$ cat src/rtl/rn_wr_tgt_tracker.sv
// RN-side AXI3 write tracker: steers W beats to the target node recorded on the matching AW.
// Optional WLAST/beat-count checker enabled by defining RN_WR_TRK_ERR_CHK_EN.
module rn_wr_tgt_tracker #(
   parameter int unsigned TRK_NUM = 16,
   parameter int unsigned ID_W    = 11,
   parameter int unsigned TGT_W   = 2,
   parameter int unsigned LEN_W   = 8
) (
   input  logic                         clk,
   input  logic                         rst_n,
   input  logic                         AWVALID,
   input  logic                         AWREADY,
   input  logic [ID_W-1:0]              AWID,
   input  logic [LEN_W-1:0]             AWLEN,
   input  logic [TGT_W-1:0]             AW_TgtID,
   output logic                         trk_full,
   output logic [$clog2(TRK_NUM):0]     trk_cnt,
   input  logic                         WVALID,
   input  logic                         WREADY,
   input  logic [ID_W-1:0]              WID,
   input  logic                         WLAST,
   output logic [TGT_W-1:0]             W_TgtID,
   output logic                         w_hit,
   output logic                         err_wlast
);

   localparam int unsigned IDX_W = $clog2(TRK_NUM);
   localparam int unsigned CNT_W = IDX_W + 1;
   localparam int unsigned BL_W  = LEN_W + 1;

   logic [TRK_NUM-1:0] valid_q;
   logic [ID_W-1:0]    id_q    [TRK_NUM];
   logic [TGT_W-1:0]   tgt_q   [TRK_NUM];
   logic [BL_W-1:0]    bl_q    [TRK_NUM];
   logic [TRK_NUM-1:0] older_q [TRK_NUM];   // older_q[i][j]: entry i is older than entry j
   logic [CNT_W-1:0]   cnt_q;
   logic               full_q;

   logic [TRK_NUM-1:0] cand;
   logic               hit_st;
   logic               oldest;
   logic [IDX_W-1:0]   own_idx;
   logic [IDX_W-1:0]   alloc_idx;
   logic               aw_hs;
   logic               byp;
   logic               w_beat;
   logic               st_beat;
   logic               byp_beat;
   logic               dealloc;
   logic               alloc;
   logic [BL_W-1:0]    alloc_bl;
   logic [CNT_W-1:0]   cnt_nxt;

   always_comb begin
      cand = '0;
      for (int i = 0; i < int'(TRK_NUM); i++) begin
         cand[i] = valid_q[i] && (id_q[i] == WID);
      end
   end

   // Owner is the candidate older than every other candidate with the same ID.
   always_comb begin
      hit_st  = 1'b0;
      own_idx = '0;
      oldest  = 1'b0;
      for (int i = 0; i < int'(TRK_NUM); i++) begin
         if (cand[i]) begin
            oldest = 1'b1;
            for (int j = 0; j < int'(TRK_NUM); j++) begin
               if (j != i && cand[j] && !older_q[i][j]) oldest = 1'b0;
            end
            if (oldest) begin
               hit_st  = 1'b1;
               own_idx = IDX_W'(i);
            end
         end
      end
   end

   always_comb begin
      alloc_idx = '0;
      for (int i = int'(TRK_NUM) - 1; i >= 0; i--) begin
         if (!valid_q[i]) alloc_idx = IDX_W'(i);
      end
   end

   assign aw_hs    = AWVALID && AWREADY && !full_q;
   assign byp      = !hit_st && aw_hs && (AWID == WID);
   assign w_hit    = hit_st || byp;
   assign W_TgtID  = hit_st ? tgt_q[own_idx] : (byp ? AW_TgtID : '0);
   assign w_beat   = WVALID && WREADY && w_hit;
   assign st_beat  = w_beat && hit_st;
   assign byp_beat = w_beat && byp;
   assign dealloc  = st_beat && (bl_q[own_idx] == BL_W'(1));
   // A bypassed single-beat burst completes in the AW cycle and never occupies an entry.
   assign alloc    = aw_hs && !(byp_beat && (AWLEN == '0));
   assign alloc_bl = byp_beat ? BL_W'(AWLEN) : BL_W'(AWLEN) + BL_W'(1);
   assign cnt_nxt  = cnt_q + CNT_W'(alloc) - CNT_W'(dealloc);

   always_ff @(posedge clk) begin
      if (!rst_n) begin
         valid_q <= '0;
         cnt_q   <= '0;
         full_q  <= 1'b0;
         for (int i = 0; i < int'(TRK_NUM); i++) begin
            id_q[i]    <= '0;
            tgt_q[i]   <= '0;
            bl_q[i]    <= '0;
            older_q[i] <= '0;
         end
      end else begin
         if (st_beat) begin
            bl_q[own_idx] <= bl_q[own_idx] - BL_W'(1);
            if (dealloc) valid_q[own_idx] <= 1'b0;
         end
         if (alloc) begin
            valid_q[alloc_idx] <= 1'b1;
            id_q[alloc_idx]    <= AWID;
            tgt_q[alloc_idx]   <= AW_TgtID;
            bl_q[alloc_idx]    <= alloc_bl;
            for (int j = 0; j < int'(TRK_NUM); j++) begin
               older_q[j][alloc_idx] <= valid_q[j];
            end
            older_q[alloc_idx] <= '0;
         end
         cnt_q  <= cnt_nxt;
         full_q <= (cnt_nxt == CNT_W'(TRK_NUM));
      end
   end

   assign trk_cnt  = cnt_q;
   assign trk_full = full_q;

`ifdef RN_WR_TRK_ERR_CHK_EN
   logic err_q;
   logic exp_last;

   assign exp_last = hit_st ? (bl_q[own_idx] == BL_W'(1)) : (AWLEN == '0);

   always_ff @(posedge clk) begin
      if (!rst_n) begin
         err_q <= 1'b0;
      end else if (w_beat && (WLAST != exp_last)) begin
         err_q <= 1'b1;
      end
   end

   assign err_wlast = err_q;
`else
   logic unused_wlast;

   assign unused_wlast = WLAST;
   assign err_wlast    = 1'b0;
`endif

endmodule
$ cat config.mk
export PLATFORM = sky130hd
export DESIGN_NAME = rn_wr_tgt_tracker
export DESIGN_NICKNAME = d
export VERILOG_FILES = /design/src/rtl/rn_wr_tgt_tracker.sv
export SDC_FILE = /design/constraint.sdc
export NUM_CORES = 1
export LEC_CHECK = 0
export CAP_MARGIN = 10
export CORE_ASPECT_RATIO = 0.7
export CORE_MARGIN = 2
export CORE_UTILIZATION = 35
export CTS_CLUSTER_SIZE = 30
export DETAILED_ROUTE_END_ITERATION = 8
export DONT_BUFFER_PORTS = 1
export GPL_TIMING_DRIVEN = 0
export PLACE_DENSITY_LB_ADDON = 0.1
export SYNTH_ARGS = -nofsm -noshare
export SYNTH_HDL_FRONTEND = slang
export SYNTH_SLANG_ARGS = --single-unit
$ cat constraint.sdc
create_clock -name clk -period 9.2 [get_ports clk]
set_input_delay 1.38 -clock clk [delete_from_list [all_inputs] [get_ports clk]]
set_output_delay 1.38 -clock clk [all_outputs]
set_load 0.01 [all_outputs]
==> results of run 1 <==
kinds of logic after synthesis:
logic type,after synthesis,synth area share
and+or+nand+nor,1118,0.1946
DFF,614,0.5448
adders and majority gates,10,0.004569
xor gates and xnor gates,204,0.06388
other,1,0.0001292
AOI/OAI and AO/OA,602,0.1313
muxes,42,0.01534
buffers and inverters,286,0.04534
layer usage:
metal	vias up	GRT usage	wire length (µm)
met2	2213	0.4514	57230
met4	6	0.1235	5443
met1	13490	0.4938	64030
li1	10910	-	-
met5	-	0.009637	179
met3	332	0.1348	22440
area by class of cell:
class	instances	area share
buffer	252	0.03620
multi-input combinational	1977	0.3572
tap	1080	0.04018
clock buffer	92	0.05737
sequential	614	0.4703
inverter	31	0.003460
clock inverter	27	0.01384
timing repair buffer	69	0.02054
antenna	12	0.0008930
per-stage QoR:
step	utilization	setup TNS (ns)	hold WS (ns)
after floorplan	-	0	0.4313
after global placement	0.3694	-401.80	0.4396
after detailed placement	0.3707	-326.57	0.4464
after CTS	0.4043	0	0.4554
after global routing	0.4085	-0.1508	0.4693
final	0.4088	-2.141	0.4537
worst reg2reg max path: cells and delay by family, from the launching register on:
kind / cells / cell delay, ns
buffers and inverters: 5 / 1.30
AND/OR/NAND/NOR: 11 / 3.85
AO/OA/AOI/OAI: 6 / 1.74
adder cells (fa/ha/maj): 4 / 1.21
flip-flops: 1 / 0.94
power by group:
group | internal (mW) | leakage (nW) | switching (mW)
Combinational | 0.163 | 5.16 | 0.447
Sequential | 2.98 | 5.64 | 0.0430
Clock | 1.83 | 1.17 | 1.23
Total | 4.98 | 12.0 | 1.72
what timing repair did:
action,CTS,global route
resized for setup,28,20
endpoints found under the setup margin,194,108
buffers inserted,33,28
hold endpoints to repair,0,0
pin swaps,12,10
Yosys cell counts, drive strengths merged (3+ instances only):
master,n
nand3,91
a2111oi,25
a21oi,265
a221oi,4
xor2,15
o21ai,33
and4,5
or2,6
a22oi,13
a222oi,12
inv,31
nor4,104
a31o,3
nand2,451
mux2,17
xnor2,189
o22a,14
ha,9
o31ai,6
a22o,8
o211ai,16
o311ai,3
o2111ai,5
or4,15
nor2b,4
mux2i,25
and3,214
o221ai,9
buf,58
edfxtp,352
dfxtp,262
and2,10
nor2,95
nor3b,3
or3,26
o22ai,168
nand4,61
clkbuf,197
a21boi,3
nor3,25
final timing paths:
| kind | end | slack (ns) | cells after the start |
|---|---|---|---|
| setup / recovery | id_q[3][4]$_SDFFCE_PN0P_ | -0.08 | 19 |
| setup reg to reg | trk_full$_SDFF_PN0_ | 0.08 | 26 |
| hold reg to reg | older_q[11][14]$_SDFFE_PP0P_ | 0.45 | 2 |
| hold / removal | older_q[11][14]$_SDFFE_PP0P_ | 0.45 | 2 |
registers in the layout (all words and copies together), names as in the netlist:
signal and count:
valid_q 16, older_q 240, bl_q 144, id_q 176
trk_full 1, tgt_q 32, trk_cnt 5
==> implementation parameters, run 1 <==
Parameter                              Value

Critical path
  Worst-path cell chain    buf_4 > buf_6 > xnor2_1 > nand4_1 > nor2_2 > a2111oi_1 > nand4_1 > o21ai_2 > or3_1 > nor3_4 > nand3_1 > nor3_2 > a31o_1 > buf_2 > nor2_1 > clkbuf_1 > nand2_1 > clkbuf_2 > nand2_1
  Critical Setup Path Class    input pin to flop
  Arrival time of the worst setup path    about 9.4 ns
  Critical-path top delay cell    sky130_fd_sc_hd__nor2_2
  Largest fanout on the critical path    13
  Endpoint type of the worst setup path    flop
  Maximum cell stage delay along the critical path    between 0.8 and 0.9 ns
  Cell family with most CP delay    simple AND/OR/NAND/NOR gates
  Critical path launch point    WID[10]
  Kind of start point of the critical path    input pin
  Worst flop-to-flop path startpoint    valid_q[4]$_SDFF_PN0_
  Worst Path Required    9.35 ns
  Number of buffer and inverter instances along the worst setup path    5

Route
  Vias per cell    ~6.5
  DRC violation count after routing    0
  Vias after detailed routing    ~27k
  WL final    149300 µm
  Starting DRT DRC Count    between 4k and 5k
  Detailed-routing iteration count for the pre-antenna-repair pass    8
  DR WL/cell    around 36 µm
  Number of nets with antenna violations after routing    0

Yosys
  Count of mapped cells out of synthesis    between 2k and 3k
  Total of warnings raised by yosys    0
  Synthesized Nets    ~2.9k
  Async set or reset register ratio after synthesis    0
  Proportion of synthesized chip area in sequential cells    0.5448
  Ys flop type    sky130_fd_sc_hd__edfxtp_1
  Post-synthesis instance area    just under 30000 µm²
  Library cell occupying the most area in the post-synthesis netlist    sky130_fd_sc_hd__edfxtp_1
  Number of synthesized register bits    614
  Dominant cells by area after synthesis    sky130_fd_sc_hd__edfxtp_1 (36%), sky130_fd_sc_hd__dfxtp_1 (18%), sky130_fd_sc_hd__nand2_1 (5.8%)
  Area share of the largest cell type after synthesis    0.3641
  Synth Area per Inst    around 10 µm²
  Number of enable-type register cells in the synthesized netlist    approximately 350
  Number of library cell types mapped by synthesis    85

Finish
  FF+latch area    about 16000 µm²
  Commonest non-fill, non-tap cells in the layout    sky130_fd_sc_hd__nand2_1 (448), sky130_fd_sc_hd__edfxtp_1 (352), sky130_fd_sc_hd__a21oi_1 (263), sky130_fd_sc_hd__dfxtp_1 (262), sky130_fd_sc_hd__and3_1 (214)
  Ratio of cells with drive above 1 in the final layout    0.1084
  Area added between synthesis and finish    15.84%
  Finished layout cell area    ~34000 µm²
  Fillcell total    approximately 8k
  Number of nets in the layout    ~3.1k
  Multi-input logic area    between 10000 and 15000 µm²
  Final standard cell count with taps included and fillers excluded    approximately 4.2k
  Most frequent standard cell in the layout excluding fill and tap cells    sky130_fd_sc_hd__nand2_1

Placed design
  Port Buffer Count    0
  Final HPWL DP    ~110000 µm
  Gp weighted congestion    ~1
  Placed standard-cell area    30490 µm²
  Placement Setup Slack    -1.667 ns
  Number of instances in the placed design    between 3k and 4k

Global route
  Maximum number of pins on one net before global-route repair    23
  Congestion Overflow GR    0
  Via count of the first global-routing pass    between 20k and 25k
  First-pass GRT wire length    202300 µm
  Number of antenna violations at the first check in global routing    13
  Global routing usage summed across all routing layers    0.3415

Clock network
  Num Clock Sinks    approximately 610
  TritonCTS clock tree    done
  Cell at the root of the clock tree    sky130_fd_sc_hd__clkbuf_16
  Largest buffer count on any clock path    3
  Source-to-sink clock delay at the later pin of the worst-skew pair    between 0.6 and 0.7 ns
  Clock transition at path regs    approximately 0.06 ns
  Cts bufs inserted    ~70
  Count of hold buffers inserted by post-cts repair    0
  H-Tree Level Count    3

Status
  Outcome    finished with violations
  Failing checks    max-capacitance violations, max-slew violations, negative setup slack

Power and ir drop
  Worst IR Drop VDD    around 0.12 mV
  Areal power density over the cells    between 150 and 200 nW/µm²
  Static leakage    around 12 nW
  PnR Total Power    6.700 mW

Min path
  Type of the worst min-delay path    flop to flop
  Hold wc startpoint    older_q[11][14]$_SDFFE_PP0P_

Timing
  RSZ-0062 raised after global routing    yes
  Final critical-path share of the clock period    1.009
  Final-report setup violation count    49
  Slew Viols, Final    10
  Post-route minimum period    ~9.3 ns
  Worst path setup slack after routing    -0.08451 ns
  Worst-Margin Slew    between 1.5 and 2 ns
  Skew final    approximately 0.035 ns
  Relative slew slack    -0.002767
  Number of hold-slack violations in the final timing report    0
  F_max    roughly 110 MHz

Die
  Core Region    just over 80000 µm²
  Overall die area    around 85000 µm²
  Site row count    between 80 and 90
  Initial Util    0.3529
  Top Ports    49
  Die span in x    roughly 350 µm
  Vertical die dimension    245.0 µm

Job
  MaxCap Viol Count    1
Power figures use the tool's default switching activity.
==> inputs of run 2 (changes only) <==
--- a/config.mk
+++ b/config.mk
@@ -9,6 +9,7 @@
 export CORE_ASPECT_RATIO = 0.7
 export CORE_MARGIN = 2
 export CORE_UTILIZATION = 35
+export CTS_BUF_LIST = sky130_fd_sc_hd__clkbuf_8
 export CTS_CLUSTER_SIZE = 30
 export DETAILED_ROUTE_END_ITERATION = 8
 export DONT_BUFFER_PORTS = 1
==> implementation parameters, run 2 (synthesis gave the netlist of run 1 again) <==
Parameter                              Value

Status
  Outcome    finished with violations
  Failing checks    max-capacitance violations, max-slew violations, negative setup slack

Power and ir drop
  Worst IR Drop VDD    0.09017 mV (-27%)
  Static leakage    12.00 nW (+0.25%)
  Internal portion of total power    4.456 mW (-10%)
  Switch Pwr    1.725 mW (about the same)
  Combinational cell fraction of total power    0.098 (+0.007)
  PnR Total Power    6.181 mW (-7.8%)
  Sequential power share    0.489 (+0.038)
  Switching share of total power    0.2791 (+0.02184)
  Areal power density over the cells    186.0 nW/µm² (-6.7%)
  Fraction of power consumed by the clock network    0.413 (-0.045)

Timing
  Minimum hold slack    0.4543 ns (+0.0006470 ns)
  Number of hold-slack violations in the final timing report    0 (unchanged)
  Post-route minimum period    9.396 ns (+0.1115 ns)
  Slew Viols, Final    11 (+1)
  F_max    106.4 MHz (-1.2%)
  Worst-Margin Slew    1.524 ns (+0.02022 ns)
  RSZ-0062 raised after global routing    yes
  Final-report setup violation count    83 (+69%)
  Skew final    0.04877 ns (+0.01331 ns)
  Worst path setup slack after routing    -0.1960 ns (-0.1115 ns)
  Final critical-path share of the clock period    1.021 (+0.01212)
  Relative slew slack    -0.01625 (-0.01348)

Finish
  Finished layout cell area    33240 µm² (-1.2%)
  Commonest non-fill, non-tap cells in the layout    sky130_fd_sc_hd__nand2_1 (449), sky130_fd_sc_hd__edfxtp_1 (352), sky130_fd_sc_hd__a21oi_1 (263), sky130_fd_sc_hd__dfxtp_1 (262), sky130_fd_sc_hd__and3_1 (214)
  Registers with the most flip-flops    older_q (240), id_q (176), bl_q (144)
  Most frequent standard cell in the layout excluding fill and tap cells    sky130_fd_sc_hd__nand2_1
  Ratio of cells with drive above 1 in the final layout    0.1150 (+0.006590)
  Area added between synthesis and finish    14.50%
  Most flops, register    older_q
  Number of nets in the layout    3090 (+0.91%)
  Final design utilization    0.4041 (-0.004732)
  Max reg flops    240 (unchanged)

Route
  Vias after detailed routing    27.18k (+0.83%)
  DR WL/cell    35.38 µm (-1.6%)
  Starting DRT DRC Count    5084 (+7.2%)
  WL final    149300 µm (about the same)
  Detailed-routing iteration count for the pre-antenna-repair pass    7 (-1)
  Vias per cell    6.439 (-0.77%)
  Number of nets with antenna violations after routing    0 (unchanged)
  DRC violation count after routing    0 (unchanged)

Die
  Vertical die dimension    245.0 µm (unchanged)
  Overall die area    85300 µm² (unchanged)
  Initial Util    0.3529 (unchanged)
  Site row count    88 (unchanged)
  Core Region    82250 µm² (unchanged)
  Die span in x    348.2 µm (unchanged)
  Top Ports    49 (unchanged)

Clock network
  Source-to-sink clock delay at the later pin of the worst-skew pair    0.77 ns (+0.12 ns)
  TritonCTS clock tree    done
  Cts bufs inserted    103 (+51%)
  H-Tree Level Count    3 (unchanged)
  Cell at the root of the clock tree    sky130_fd_sc_hd__clkbuf_8
  Largest buffer count on any clock path    3 (unchanged)
  Clock transition at path regs    0.06 ns (about the same)
  Num Clock Sinks    614 (unchanged)

Critical path
  Arrival time of the worst setup path    9.65 ns (+0.21 ns)
  Worst Path Required    9.46 ns (+0.11 ns)
  Maximum cell stage delay along the critical path    0.82 ns (about the same)
  Largest fanout on the critical path    13 (unchanged)
  Critical-path top delay cell    sky130_fd_sc_hd__nor2_2
  Kind of start point of the critical path    input pin
  Critical Setup Path Class    input pin to flop
  Endpoint type of the worst setup path    flop
  Worst-path cell chain    buf_4 > buf_6 > xnor2_1 > nand4_1 > nor2_2 > a2111oi_0 > nand4_1 > o21ai_2 > or3_1 > nor3_4 > nand3_1 > nor3_2 > a31o_1 > buf_2 > nor3_1 > clkbuf_1 > nand2_1 > clkbuf_2 > nand2_1

Placed design
  Gp weighted congestion    0.9935 (unchanged)
  Port Buffer Count    0 (unchanged)
  Placement Setup Slack    -1.667 ns (unchanged)
  Final HPWL DP    105200 µm (unchanged)
  Placed standard-cell area    30490 µm² (unchanged)

Global route
  Maximum number of pins on one net before global-route repair    23 (unchanged)
  Via count of the first global-routing pass    24.85k (+0.55%)
  Congestion Overflow GR    0 (unchanged)
  Global routing usage summed across all routing layers    0.3417 (about the same)
  First-pass GRT wire length    202300 µm (about the same)
  Number of antenna violations at the first check in global routing    14 (+1)

Min path
  Type of the worst min-delay path    flop to flop

Job
  MaxCap Viol Count    1 (unchanged)
[run 2: cell types whose count changed in the layout (fill, tap and decap cells not counted), moves of 2 or more]
cell / before / now
sky130_fd_sc_hd__clkbuf_8: 7 / 129
sky130_fd_sc_hd__clkbuf_16: 71 / 0
sky130_fd_sc_hd__inv_1: 31 / 73
sky130_fd_sc_hd__clkbuf_1: 187 / 175
sky130_fd_sc_hd__bufinv_16: 13 / 2
sky130_fd_sc_hd__buf_4: 59 / 51
sky130_fd_sc_hd__clkinv_1: 3 / 10
sky130_fd_sc_hd__clkbuf_4: 2 / 0
sky130_fd_sc_hd__o21ai_0: 25 / 27
sky130_fd_sc_hd__o21ai_1: 6 / 4
[run 2: area by class of cell]
type / count / area (µm²)
Tap cell: 1080 / 1351
Inverter: 31 / 116.4
Timing Repair Buffer: 62 / 641.9
Fill cell: 8163 / 49010
Clock buffer: 129 / 1775
Antenna cell: 11 / 27.53
Clock inverter: 65 / 317.8
Multi-Input combinational cell: 1977 / 11980
Buffer: 252 / 1214
Sequential cell: 614 / 15820
[run 2: stage by stage]
stage / TNS, ns / instances
finish: -7.693 / 4221
CTS: -0.05073 / 4184
floorplan: 0 / 2877
global route: -0.2102 / 4211
detailed placement: -326.57 / 3964
global placement: -401.80 / 3957
[run 2: path summary, 6_finish.rpt]
path | from | to | slack, ns | cells after the start
max | WID[10] | id_q[7][4]$_SDFFCE_PN0P_ | -0.20 | 19
min | older_q[11][14]$_SDFFE_PP0P_ | older_q[11][14]$_SDFFE_PP0P_ | 0.45 | 2
max reg2reg | valid_q[4]$_SDFF_PN0_ | id_q[7][4]$_SDFFCE_PN0P_ | 0.08 | 17
min reg2reg | older_q[11][14]$_SDFFE_PP0P_ | older_q[11][14]$_SDFFE_PP0P_ | 0.45 | 2
[run 2: critical path: cells and delay by family]
| kind | cells | cell delay, ns |
|---|---|---|
| compound gates | 3 | 0.75 |
| xor+xnor | 1 | 0.15 |
| buf+inv | 5 | 1.71 |
| simple gates | 10 | 5.60 |
[run 2: repair_timing]
action | CTS | global route
pin swaps | 8 | 11
endpoints found under the setup margin | 148 | 76
hold buffers | 0 | 0
buffers inserted | 26 | 27
gates resized for setup | 18 | 25
[run 2: metal layers]
metal	part of all wire	GRT usage	wire length (µm)	vias to the layer above
met5	0.000087	0	13	-
met4	0.035	0.1136	5261	2
met3	0.16	0.1297	23150	341
met2	0.38	0.4544	57430	2244
met1	0.43	0.4995	63460	13610
li1	-	-	-	10980
[run 2: power by group through the flow]
stage	combinational [mW]	sequential, mW	clock, mW
2_1_floorplan	0.322	3.07	0
3_3_place_gp	0.550	3.08	0
3_5_place_dp	0.555	3.08	0
4_1_cts	0.568	3.02	2.55
5_1_grt	0.617	3.03	2.67
6_report	0.605	3.02	2.55
